### src/rtl/led_ring_monitor.sv
// Checker for a one-hot rotating LED bus: verifies single left-rotates on strobed
// steps and held patterns otherwise, reports position, revolutions and first fault.
module led_ring_monitor #(
    parameter  int NB_LEDS  = 4,
    parameter  int NB_COUNT = 8,
    localparam int NB_POS   = $clog2(NB_LEDS)
) (
    input  logic                clock,
    input  logic                i_reset_n,
    input  logic [NB_LEDS-1:0]  i_led,
    input  logic                i_valid,
    input  logic                i_clear,
    output logic [NB_POS-1:0]   o_pos,
    output logic                o_locked,
    output logic                o_wrap,
    output logic [NB_COUNT-1:0] o_rev_count,
    output logic                o_err,
    output logic [1:0]          o_err_code
);

    typedef enum logic [1:0] {
        ST_SYNC,
        ST_TRACK,
        ST_FAULT
    } state_e;

    state_e              state_q, state_d;
    logic [NB_LEDS-1:0]  prev_q, prev_d;
    logic                valid_q, valid_d;
    logic [NB_POS-1:0]   pos_q, pos_d;
    logic                wrap_q, wrap_d;
    logic [NB_COUNT-1:0] rev_q, rev_d;
    logic [1:0]          code_q, code_d;

    logic [NB_LEDS-1:0]  exp_led;
    logic                led_onehot;
    logic [NB_POS-1:0]   led_idx;

    // valid_q marks that the shifter advanced on the previous edge, so the
    // pattern seen now must be the rotated one.
    always_comb begin
        exp_led    = valid_q ? {prev_q[NB_LEDS-2:0], prev_q[NB_LEDS-1]} : prev_q;
        led_onehot = $onehot(i_led);
        led_idx    = '0;
        for (int unsigned i = 0; i < NB_LEDS; i++) begin
            if (i_led[i]) begin
                led_idx = NB_POS'(i);
            end
        end
    end

    always_comb begin
        state_d = state_q;
        prev_d  = prev_q;
        valid_d = i_valid;
        pos_d   = pos_q;
        wrap_d  = 1'b0;
        rev_d   = rev_q;
        code_d  = code_q;
        if (i_clear) begin
            state_d = ST_SYNC;
            rev_d   = '0;
            code_d  = '0;
        end else begin
            unique case (state_q)
                ST_SYNC: begin
                    if (led_onehot) begin
                        prev_d  = i_led;
                        pos_d   = led_idx;
                        state_d = ST_TRACK;
                    end
                end
                ST_TRACK: begin
                    if (i_led == exp_led) begin
                        prev_d = i_led;
                        pos_d  = led_idx;
                        if (valid_q && prev_q[NB_LEDS-1]) begin
                            wrap_d = 1'b1;
                            if (rev_q != '1) begin
                                rev_d = rev_q + NB_COUNT'(1);
                            end
                        end
                    end else if (!led_onehot) begin
                        state_d = ST_FAULT;
                        code_d  = 2'b01;
                    end else begin
                        state_d = ST_FAULT;
                        code_d  = 2'b10;
                    end
                end
                ST_FAULT: begin
                end
                default: begin
                    state_d = ST_SYNC;
                end
            endcase
        end
    end

    always_ff @(posedge clock or negedge i_reset_n) begin
        if (!i_reset_n) begin
            state_q <= ST_SYNC;
            prev_q  <= '0;
            valid_q <= 1'b0;
            pos_q   <= '0;
            wrap_q  <= 1'b0;
            rev_q   <= '0;
            code_q  <= '0;
        end else begin
            state_q <= state_d;
            prev_q  <= prev_d;
            valid_q <= valid_d;
            pos_q   <= pos_d;
            wrap_q  <= wrap_d;
            rev_q   <= rev_d;
            code_q  <= code_d;
        end
    end

    assign o_pos       = pos_q;
    assign o_locked    = (state_q == ST_TRACK);
    assign o_wrap      = wrap_q;
    assign o_rev_count = rev_q;
    assign o_err       = (state_q == ST_FAULT);
    assign o_err_code  = code_q;

endmodule

### config.mk
export PLATFORM = sky130hd
export DESIGN_NAME = led_ring_monitor
export DESIGN_NICKNAME = d
export VERILOG_FILES = /design/src/rtl/led_ring_monitor.sv
export SDC_FILE = /design/constraint.sdc
export NUM_CORES = 1
export LEC_CHECK = 0
export BUFFER_PORTS_ARGS = -buffer_cell sky130_fd_sc_hd__buf_2
export CAP_MARGIN = 10
export CORE_MARGIN = 1
export CORE_UTILIZATION = 41
export DETAILED_ROUTE_END_ITERATION = 7
export PLACE_DENSITY_LB_ADDON = 0.3
export SYNTH_ARGS = -nofsm -noshare
export SYNTH_HDL_FRONTEND = slang
export SYNTH_SLANG_ARGS = --single-unit
### constraint.sdc
create_clock -name clock -period 2.1 [get_ports clock]
set_input_delay 0.21 -clock clock [delete_from_list [all_inputs] [get_ports clock]]
set_output_delay 0.21 -clock clock [all_outputs]
set_load 0.05 [all_outputs]
==> results of run 1 <==
## worst max-delay path, cell delays in order (launching register included)
cell and delay [ps]:
dfrtp_2 480, mux2i_1 230, xor2_1 230, or4b_4 550
buf_12 170, or3_1 350, a21oi_2 130
## worst paths after layout
check / startpoint / end / slack, ps / cells after the start
setup / recovery: valid_q / o_rev_count[0] / -120 / 6
hold / removal: i_clear / o_err_code[1] / 280 / 2
setup reg to reg: valid_q / o_rev_count[0] / -120 / 6
hold reg to reg: o_pos[0] / o_pos[0] / 560 / 2
max in group asynchronous: i_reset_n / valid_q / 1380 / 2
min in group asynchronous: i_reset_n / prev_q[0] / 380 / 2
## synth_stat cells
master,instances
dfrtp_1,20
nor2_1,13
nand3_1,12
clkbuf_1,8
inv_1,8
nand2_1,8
nor2b_1,7
a21oi_1,6
nor3_1,6
mux2i_1,5
nor3b_1,5
o21ai_0,5
a311o_1,4
a221o_1,3
a311oi_1,3
and3_1,3
ha_1,3
mux2_2,3
xnor2_1,3
a31oi_1,2
or3_1,2
a211oi_1,1
a21bo_2,1
a41oi_1,1
and4_1,1
buf_2,1
buf_6,1
fa_1,1
nand4_1,1
nand4b_1,1
nor4_1,1
nor4b_1,1
o211ai_1,1
o311ai_0,1
o31ai_1,1
o41ai_1,1
or2_2,1
or4_1,1
or4b_1,1
xor2_1,1
## cells by family (layout without fill, tap and decap cells)
logic type / after synthesis / after routing
muxes: 8 / 8
AOI/OAI and AO/OA: 30 / 30
xor gates and xnor gates: 4 / 4
buffers and inverters: 18 / 62
adders and majority gates: 4 / 4
DFF: 20 / 20
and+or+nand+nor: 64 / 64
## registers in the layout, summed over array words and instances, names as in the netlist
name         flops
o_err_code       2
o_pos            2
o_rev_count      8
o_wrap           1
prev_q           4
state_q          2
valid_q          1
## what timing repair did
action / in CTS / in global routing
hold buffers: 1 / 1
pin swaps: 11 / 6
setup endpoints to repair: 17 / 18
endpoints found under the hold margin: 20 / 1
setup buffers: 5 / 2
gates resized for setup: 14 / 9
## area by class of cell
type                    instances  area (um2)  share of cell area (%)
multi-input cells             110         828                    45.5
clock buffers                   4        36.3                    1.99
repair buffers                 50         360                    19.8
well taps                      44        55.1                    3.03
inverters                       8        37.5                    2.06
flip-flops and latches         20         502                    27.6
## report_power, final
group	total (mW)	switching [mW]	internal [mW]
Combinational	0.895	0.450	0.445
Clock	0.228	0.123	0.106
Sequential	0.519	0.0679	0.452
## per-stage QoR
step	std cells	power [mW]
5_1_grt	236	1.74
6_report	236	1.64
2_1_floorplan	148	0.985
3_5_place_dp	223	1.25
4_1_cts	233	1.57
3_3_place_gp	223	1.21
## cell usage in the layout (no fill, tap or decap), types with 2 or more instances in the layout
| master | netlist | final |
|---|---|---|
| dfrtp_1 | 20 | 19 |
| nand3_1 | 12 | 12 |
| nor2b_1 | 7 | 7 |
| a31oi_1 | 2 | 2 |
| clkbuf_4 | 0 | 3 |
| mux2i_1 | 5 | 4 |
| nor3b_1 | 5 | 3 |
| and3_1 | 3 | 3 |
| buf_6 | 1 | 2 |
| or3_1 | 2 | 2 |
| dlygate4sd3_1 | 0 | 2 |
| o21ai_0 | 5 | 4 |
| buf_12 | 0 | 2 |
| a221o_1 | 3 | 3 |
| a311oi_1 | 3 | 3 |
| nor2_4 | 0 | 2 |
| a21oi_2 | 0 | 5 |
| xnor2_1 | 3 | 3 |
| inv_1 | 8 | 6 |
| buf_2 | 1 | 21 |
| buf_4 | 0 | 23 |
| nor2_1 | 13 | 10 |
| nor3_1 | 6 | 6 |
| a311o_1 | 4 | 4 |
| mux2_2 | 3 | 3 |
| nand2_1 | 8 | 8 |
## routing by layer
metal  global-route usage (%)  wire (um)  vias to the layer above  part of all wire (%)
li1                         -          -                      630                     -
met1                     26.8       1520                      641                    45
met2                     34.6       1690                       33                    50
met3                     3.08        111                        6                   3.3
met4                     9.18         44                        0                   1.3
met5                        0          0                        -                     0
==> impl_metrics.py, run 1 <==
metrics = {
    "run_status": {
        "status": "complete, but fails checks",
        "violations": "setup timing",
    },
    "timing": {
        "fmax_mhz": 451,
        "setup_viol": 13,
        "setup_tns_ps": -996,
        "rsz0062_at_grt": "yes",
        "drv_slew": 0,
        "hold_slack_ps": 281,
        "period_needed_ps": 2220,
        "hold_viol_final": 0,
        "fin_skew_ps": 0.927,
        "relSlewSlack_pct": 68.8,
        "fin_crit_sh_pct": 106,
        "setup_slack_ps": -118,
        "worstMarginPinSlew_ps": 468,
    },
    "place": {
        "dp_hpwl_um": 2360,
        "place_ws_ps": -318,
        "portBuffers": 22,
        "placed_area_um2": 1620,
        "place.gp.congestion": 0.818,
    },
    "clock_network": {
        "ctsHtreeMaxLevel": 1,
        "cts_buffers": 3,
        "cts_sinks": 20,
        "clock-root-buffer": "clkbuf_4",
        "cts_tree": "built",
        "clk_latency_ps": 300,
        "clockBufferDepth": 2,
        "clk_pin_slew_worst_paths_ps": 120,
    },
    "setup_path": {
        "path_max_fanout": 7,
        "arrival_ps": 2450,
        "cp-start-kind": "flip-flop",
        "endpoint_kind": "flip-flop",
        "cp.required_ps": 2340,
        "path_class": "flip-flop to flip-flop",
    },
    "final_layout": {
        "area_growth_syn_to_layout_pct": 37.8,
        "fillCellCount": 286,
        "utilization_pct": 59.6,
        "fin_nets": 205,
        "drive_gt1_share_pct": 39.6,
        "finalInstanceArea_um2": 1820,
        "antenna_cells": 0,
    },
    "global_routing": {
        "antenna_found_initial": 0,
        "grt_pass1_wl_um": 5440,
        "grt_max_degree": 24,
        "grt_pass1_vias": 1218,
        "track_usage_pct": 20.8,
        "grt-ovfl-total": 0,
    },
    "yosys": {
        "seq_area_frac_synth_pct": 37.9,
        "yosys-mux-area-fraction_pct": 6.35,
        "syn_nets": 160,
        "synth_cell_type_count": 40,
        "synth_top_area_share_pct": 37.9,
        "yosys.area_share.adder_pct": 4.36,
        "synth_xor_area_share_pct": 2.65,
        "synth_top_family_by_area": "simple AND/OR/NAND/NOR gates",
        "synth_seq_cells": 20,
        "syn_avg_cell_area_um2": 8.92,
        "yosys.area_share.simple_pct": 26.1,
        "syn_area_um2": 1320,
        "yosysTopAreaCell": "dfrtp_1",
        "yosys-top-cells-area": "dfrtp_1 38%, nand3_1 4.5%, mux2i_1 3.8%, nor2_1 3.7%, nor2b_1 3.3%",
        "ys.warnings.count": 0,
        "synth_compound_area_share_pct": 16.9,
        "syn_inst": 148,
    },
    "die": {
        "rows": 20,
        "io_pins": 23,
        "core_um2": 3050,
        "dieArea_um2": 3450,
        "die_y_um": 58.7,
        "start_util_pct": 43.2,
        "die_x_um": 58.7,
    },
    "power_and_ir_drop": {
        "p_leak_nw": 0.806,
        "peakVddDrop_uv": 385,
        "powerDensity_nw_per_um2": 903,
    },
    "job": {
        "cap_violations": 0,
    },
    "routing": {
        "drt_first_pass_iters": 4,
        "vias": 1310,
        "via_per_inst": 5.55,
        "wl_um": 3360,
        "drc_errors": 0,
        "ant_nets": 0,
        "drtIter0Drc": 61,
        "wl_per_cell_um": 14.3,
    },
    "min_path": {
        "hold_path_class": "input port to flip-flop",
    },
}
(Power assumes the default switching activity.)
==> run 2: changes to the inputs <==
Settings changed: CELL_PAD_IN_SITES_DETAIL_PLACEMENT set to 1, CELL_PAD_IN_SITES_GLOBAL_PLACEMENT set to 2, CORE_UTILIZATION 41 to 31, CTS_BUF_LIST set to sky130_fd_sc_hd__clkbuf_2 sky130_fd_sc_hd__clkbuf_4 sky130_fd_sc_hd__clkbuf_8.
==> run 2 against run 1 <==
Effect of this change: the run still ends with setup timing left; combinational power decreased by 3.7%; hold slack got worse by 230 ps; utilization decreased by 14 points; clock power increased by 30%; sequential cell count unchanged; register-to-register slack about the same; final cell count increased by 1.3%; critical endpoint unchanged; largest power group unchanged.
==> impl_metrics.py, run 2 (synthesized netlist as in run 1, its figures left out) <==
metrics = {
    "setup_path": {
        "endpoint_kind": "flip-flop",
        "worst_path_max_delay_cell": "or4b_4",
        "worst-path-buf-inv": 1,
        "cp.required_ps": 2290,
        "cp_cell_sequence": "mux2i_2 -> xor2_1 -> or4b_4 -> buf_6 -> or3_1 -> a21oi_2",
        "arrival_ps": 2410,
        "path_delay_family": "simple AND/OR/NAND/NOR gates",
        "cp-start-kind": "flip-flop",
        "path_class": "flip-flop to flip-flop",
        "path_max_fanout": 7,
        "critPathMaxStageDelay_ps": 550,
    },
    "timing": {
        "period_needed_ps": 2220,
        "drv_slew": 0,
        "rsz0062_at_grt": "yes",
        "worstMarginPinSlew_ps": 486,
        "relSlewSlack_pct": 67.6,
        "setup_viol": 15,
        "hold_viol_final": 0,
        "setup_slack_ps": -116,
        "fin_skew_ps": 2.42,
        "hold_slack_ps": 55.2,
        "setup_tns_ps": -911,
        "fin_crit_sh_pct": 106,
        "fmax_mhz": 451,
    },
    "clock_network": {
        "cts_sinks": 20,
        "cts_buffers": 3,
        "clk_latency_ps": 260,
        "clock-root-buffer": "clkbuf_8",
        "ctsHtreeMaxLevel": 1,
        "clk_pin_slew_worst_paths_ps": 70,
        "clockBufferDepth": 2,
        "cts_tree": "built",
    },
    "place": {
        "placed_area_um2": 1650,
        "portBuffers": 22,
        "dp_hpwl_um": 3020,
        "place.gp.congestion": 0.789,
    },
    "global_routing": {
        "grt_pass1_wl_um": 6570,
        "antenna_found_initial": 0,
        "grt_max_degree": 24,
        "track_usage_pct": 19.7,
        "grt-ovfl-total": 0,
        "grt_pass1_vias": 1398,
    },
    "final_layout": {
        "drive_gt1_share_pct": 40.2,
        "layout_common_cells": "20 x buf_2, 20 x buf_4, 19 x dfrtp_1, 12 x nand3_1, 11 x nor2_1",
        "area_growth_syn_to_layout_pct": 39.4,
        "antenna_cells": 0,
        "finalInstanceArea_um2": 1840,
        "fin_nets": 202,
        "largest_reg_flops": 8,
    },
    "routing": {
        "wl_per_cell_um": 16.7,
        "drtIter0Drc": 43,
        "wl_um": 3990,
        "vias": 1305,
        "drt_first_pass_iters": 4,
        "ant_nets": 0,
        "drc_errors": 0,
        "via_per_inst": 5.46,
    },
    "die": {
        "die_x_um": 67.3,
        "rows": 23,
        "core_um2": 4060,
        "die_y_um": 67.3,
        "dieArea_um2": 4520,
        "start_util_pct": 32.5,
        "io_pins": 23,
    },
    "power_and_ir_drop": {
        "powerDensity_nw_per_um2": 910,
        "peakVddDrop_uv": 297,
        "finalPower_mw": 1.68,
        "p_leak_nw": 0.801,
    },
    "job": {
        "cap_violations": 0,
    },
    "run_status": {
        "violations": "setup timing",
        "status": "complete, but fails checks",
    },
    "min_path": {
        "hold_path_class": "input port to flip-flop",
    },
}
## run 2: routing by layer
layer / share of wire (%) / track usage [%]
met1: 43 / 23.4
met2: 54 / 37.1
met3: 2.1 / 2.03
met4: 1.0 / 4.79
met5: 0 / 0
## run 2: report_power, final
part	total, mW	switching, mW	leakage (nW)	internal, mW
Combinational	0.862	0.463	0.520	0.399
Sequential	0.517	0.0647	0.253	0.452
Clock	0.297	0.130	0.0288	0.167
## run 2: stage by stage
step,utilization (%),std cells,setup slack [ps]
2_1_floorplan,-,148,-31.5
3_3_place_gp,40.5,232,-248
3_5_place_dp,40.5,232,-348
4_1_cts,43.5,237,-115
5_1_grt,45.4,239,-176
6_report,45.4,239,-116
## run 2: path summary, 6_finish.rpt
| check | start | end | slack (ps) | cells past startpoint |
|---|---|---|---|---|
| max in group asynchronous | i_reset_n | valid_q | 1300 | 2 |
| worst max register to register | valid_q | o_rev_count[0] | -120 | 6 |
| worst max-delay path | valid_q | o_rev_count[0] | -120 | 6 |
| worst min register to register | o_pos[0] | o_pos[0] | 550 | 2 |
| min in group asynchronous | i_reset_n | o_err_code[1] | 440 | 2 |
| worst min-delay path | i_valid | valid_q | 60 | 1 |
## run 2: area by class of cell
cell class | instances | area [um2]
inverter | 8 | 37.5
sequential | 20 | 502
multi-input combinational | 110 | 852
fill | 472 | 2220
clock buffer | 4 | 55.1
timing repair buffer | 47 | 332
tap | 50 | 62.6
## run 2: what timing repair did
action,in CTS,in global routing
pin swaps,8,9
hold endpoints to repair,20,0
setup endpoints to repair,17,17
hold buffers,1,0
buffers inserted,0,2
resized for setup,15,15
## run 2: worst register-to-register path: cells and delay by family, from the launching register on
kind | cells | cell delay [ps]
simple gates | 2 | 910
compound gates | 1 | 120
mux | 1 | 260
flops | 1 | 470
xor+xnor | 1 | 220
buf+inv | 1 | 170
==> run 3: changes to the inputs <==
Settings changed: PLACE_DENSITY set to 0.79, PLACE_DENSITY_LB_ADDON 0.3 to not set, SKIP_LAST_GASP set to 1.
==> run 3 against run 2 <==
Effect of this change: the run still ends with setup timing left; sequential power hardly changed; non-clock buffer count grew 5; global-route usage increased by 0.25 points; register-to-register slack worse by 90 ps; maximum frequency shrank 3.9%; die area did not move; clock skew rose by 0.72 ps; power is 6.2% higher; critical endpoint is now o_rev_count[4]; largest power group unchanged.
==> impl_metrics.py, run 3 (synthesized netlist as in run 1, its figures left out) <==
metrics = {
    "run_status": {
        "status": "complete, but fails checks",
        "violations": "setup timing",
    },
    "setup_path": {
        "r2r-start": "valid_q",
        "path_delay_family": "simple AND/OR/NAND/NOR gates",
        "cp-start-kind": "flip-flop",
        "critPathMaxStageDelay_ps": 510,
        "timing.reg2reg.setup_slack_ps": -210,
        "arrival_ps": 2510,
        "crit_end": "o_rev_count[4]",
        "cp.required_ps": 2300,
        "rr_endpoint": "o_rev_count[4]",
        "worst_path_max_delay_cell": "or4b_4",
        "path_class": "flip-flop to flip-flop",
        "endpoint_kind": "flip-flop",
        "path_max_fanout": 6,
        "cp-startpoint": "valid_q",
        "cp_cell_sequence": "mux2i_2 -> xor2_1 -> or4b_4 -> buf_8 -> or4_4 -> a21oi_2",
        "worst-path-stages": 6,
        "r2r_cells": 6,
        "worst-path-buf-inv": 1,
    },
    "timing": {
        "hold_viol_final": 0,
        "setup_tns_ps": -2660,
        "relSlewSlack_pct": 66.5,
        "drv_slew": 0,
        "rsz0062_at_grt": "yes",
        "fmax_mhz": 434,
        "setup_viol": 17,
        "setup_slack_ps": -206,
        "period_needed_ps": 2310,
        "fin_crit_sh_pct": 110,
        "worstMarginPinSlew_ps": 502,
        "fin_skew_ps": 3.14,
    },
    "routing": {
        "wl_per_cell_um": 17.0,
        "ant_nets": 0,
        "drt_first_pass_iters": 4,
        "vias": 1324,
        "drtIter0Drc": 51,
        "drc_errors": 0,
        "via_per_inst": 5.43,
        "wl_um": 4140,
    },
    "final_layout": {
        "fin_nets": 207,
        "largest_reg_flops": 8,
        "utilization_pct": 46.5,
        "final-seq-area_um2": 502,
        "multi_input_area_um2": 823,
        "antenna_cells": 0,
        "drive_gt1_share_pct": 39.7,
        "layout_common_cells": "25 x buf_4, 21 x buf_2, 19 x dfrtp_1, 12 x nand3_1, 12 x nor2_1",
        "fillCellCount": 492,
        "area_growth_syn_to_layout_pct": 42.9,
        "final_common_cell": "buf_4",
    },
    "power_and_ir_drop": {
        "peakVddDrop_uv": 316,
        "p_leak_nw": 0.848,
        "finalPower_mw": 1.78,
        "powerDensity_nw_per_um2": 943,
    },
    "global_routing": {
        "grt_pass1_vias": 1343,
        "grt-ovfl-total": 0,
        "grt_max_degree": 24,
        "grt_pass1_wl_um": 6610,
        "track_usage_pct": 19.9,
        "antenna_found_initial": 0,
    },
    "die": {
        "rows": 23,
        "core_um2": 4060,
        "die_y_um": 67.3,
        "dieArea_um2": 4520,
        "die_x_um": 67.3,
        "io_pins": 23,
        "start_util_pct": 32.5,
    },
    "min_path": {
        "hold_path_class": "input port to flip-flop",
    },
    "job": {
        "cap_violations": 0,
    },
    "clock_network": {
        "cts_buffers": 3,
        "cts_tree": "built",
        "clock-root-buffer": "clkbuf_8",
        "cts_sinks": 20,
        "clk_latency_ps": 270,
        "ctsHtreeMaxLevel": 1,
        "clockBufferDepth": 2,
        "clk_pin_slew_worst_paths_ps": 80,
    },
    "place": {
        "dp_hpwl_um": 2800,
        "portBuffers": 22,
        "place.gp.congestion": 0.749,
    },
}
run 3: cell count changes in the layout (fill, tap and decap cells not counted), sizes merged:
cell / change
buf: +3
bufbuf: +1
clkbuf: +1
run 3: final cells by class:
cell class	count	area share [%]
Clock buffer	4	2.92
Tap cell	50	3.32
Timing Repair Buffer	52	21.6
Sequential cell	20	26.6
Inverter	8	1.99
Multi-Input combinational cell	110	43.6
run 3: worst min path at each step:
| stage | startpoint | endpoint | slack (ps) | depth (start not counted) |
|---|---|---|---|---|
| 4_1_cts | i_valid | valid_q | 40 | 1 |
| 3_3_place_gp | i_reset_n | o_err_code[1] | 200 | 1 |
| 3_5_place_dp | i_reset_n | o_err_code[0] | 200 | 1 |
| 2_1_floorplan | i_reset_n | o_err_code[0] | -90 | 0 |
| 6_report | i_valid | valid_q | 50 | 1 |
| 5_1_grt | i_valid | valid_q | 40 | 1 |
run 3: per-stage QoR:
| stage | area, um2 | hold slack, ps | setup WS (ps) | instances |
|---|---|---|---|---|
| final | 1890 | 49.0 | -206 | 244 |
| after global routing | 1890 | 42.8 | -264 | 244 |
| after CTS | 1820 | 44.7 | -191 | 242 |
| after detailed placement | 1650 | 199 | -348 | 233 |
| after global placement | 1650 | 198 | -269 | 233 |
| after floorplan | 1370 | -85.6 | -31.5 | 148 |
run 3: report_power, final:
group	switching, mW	leakage (nW)	internal, mW
Combinational	0.471	0.567	0.481
Sequential	0.0655	0.253	0.452
Clock	0.142	0.0288	0.167
run 3: timing repair:
item	in CTS	in global routing
hold buffers	1	0
endpoints found under the setup margin	16	18
pin swaps	4	5
cloned	1	1
endpoints found under the hold margin	20	0
buffers inserted	3	1
resized for setup	12	10
run 3: per-layer routing:
layer	wire [um]	vias to the layer above	track usage, %
li1	-	636	-
met1	1840	663	24.2
met2	2170	18	35.9
met3	78	7	2.70
met4	55	0	6.38
met5	0	-	0
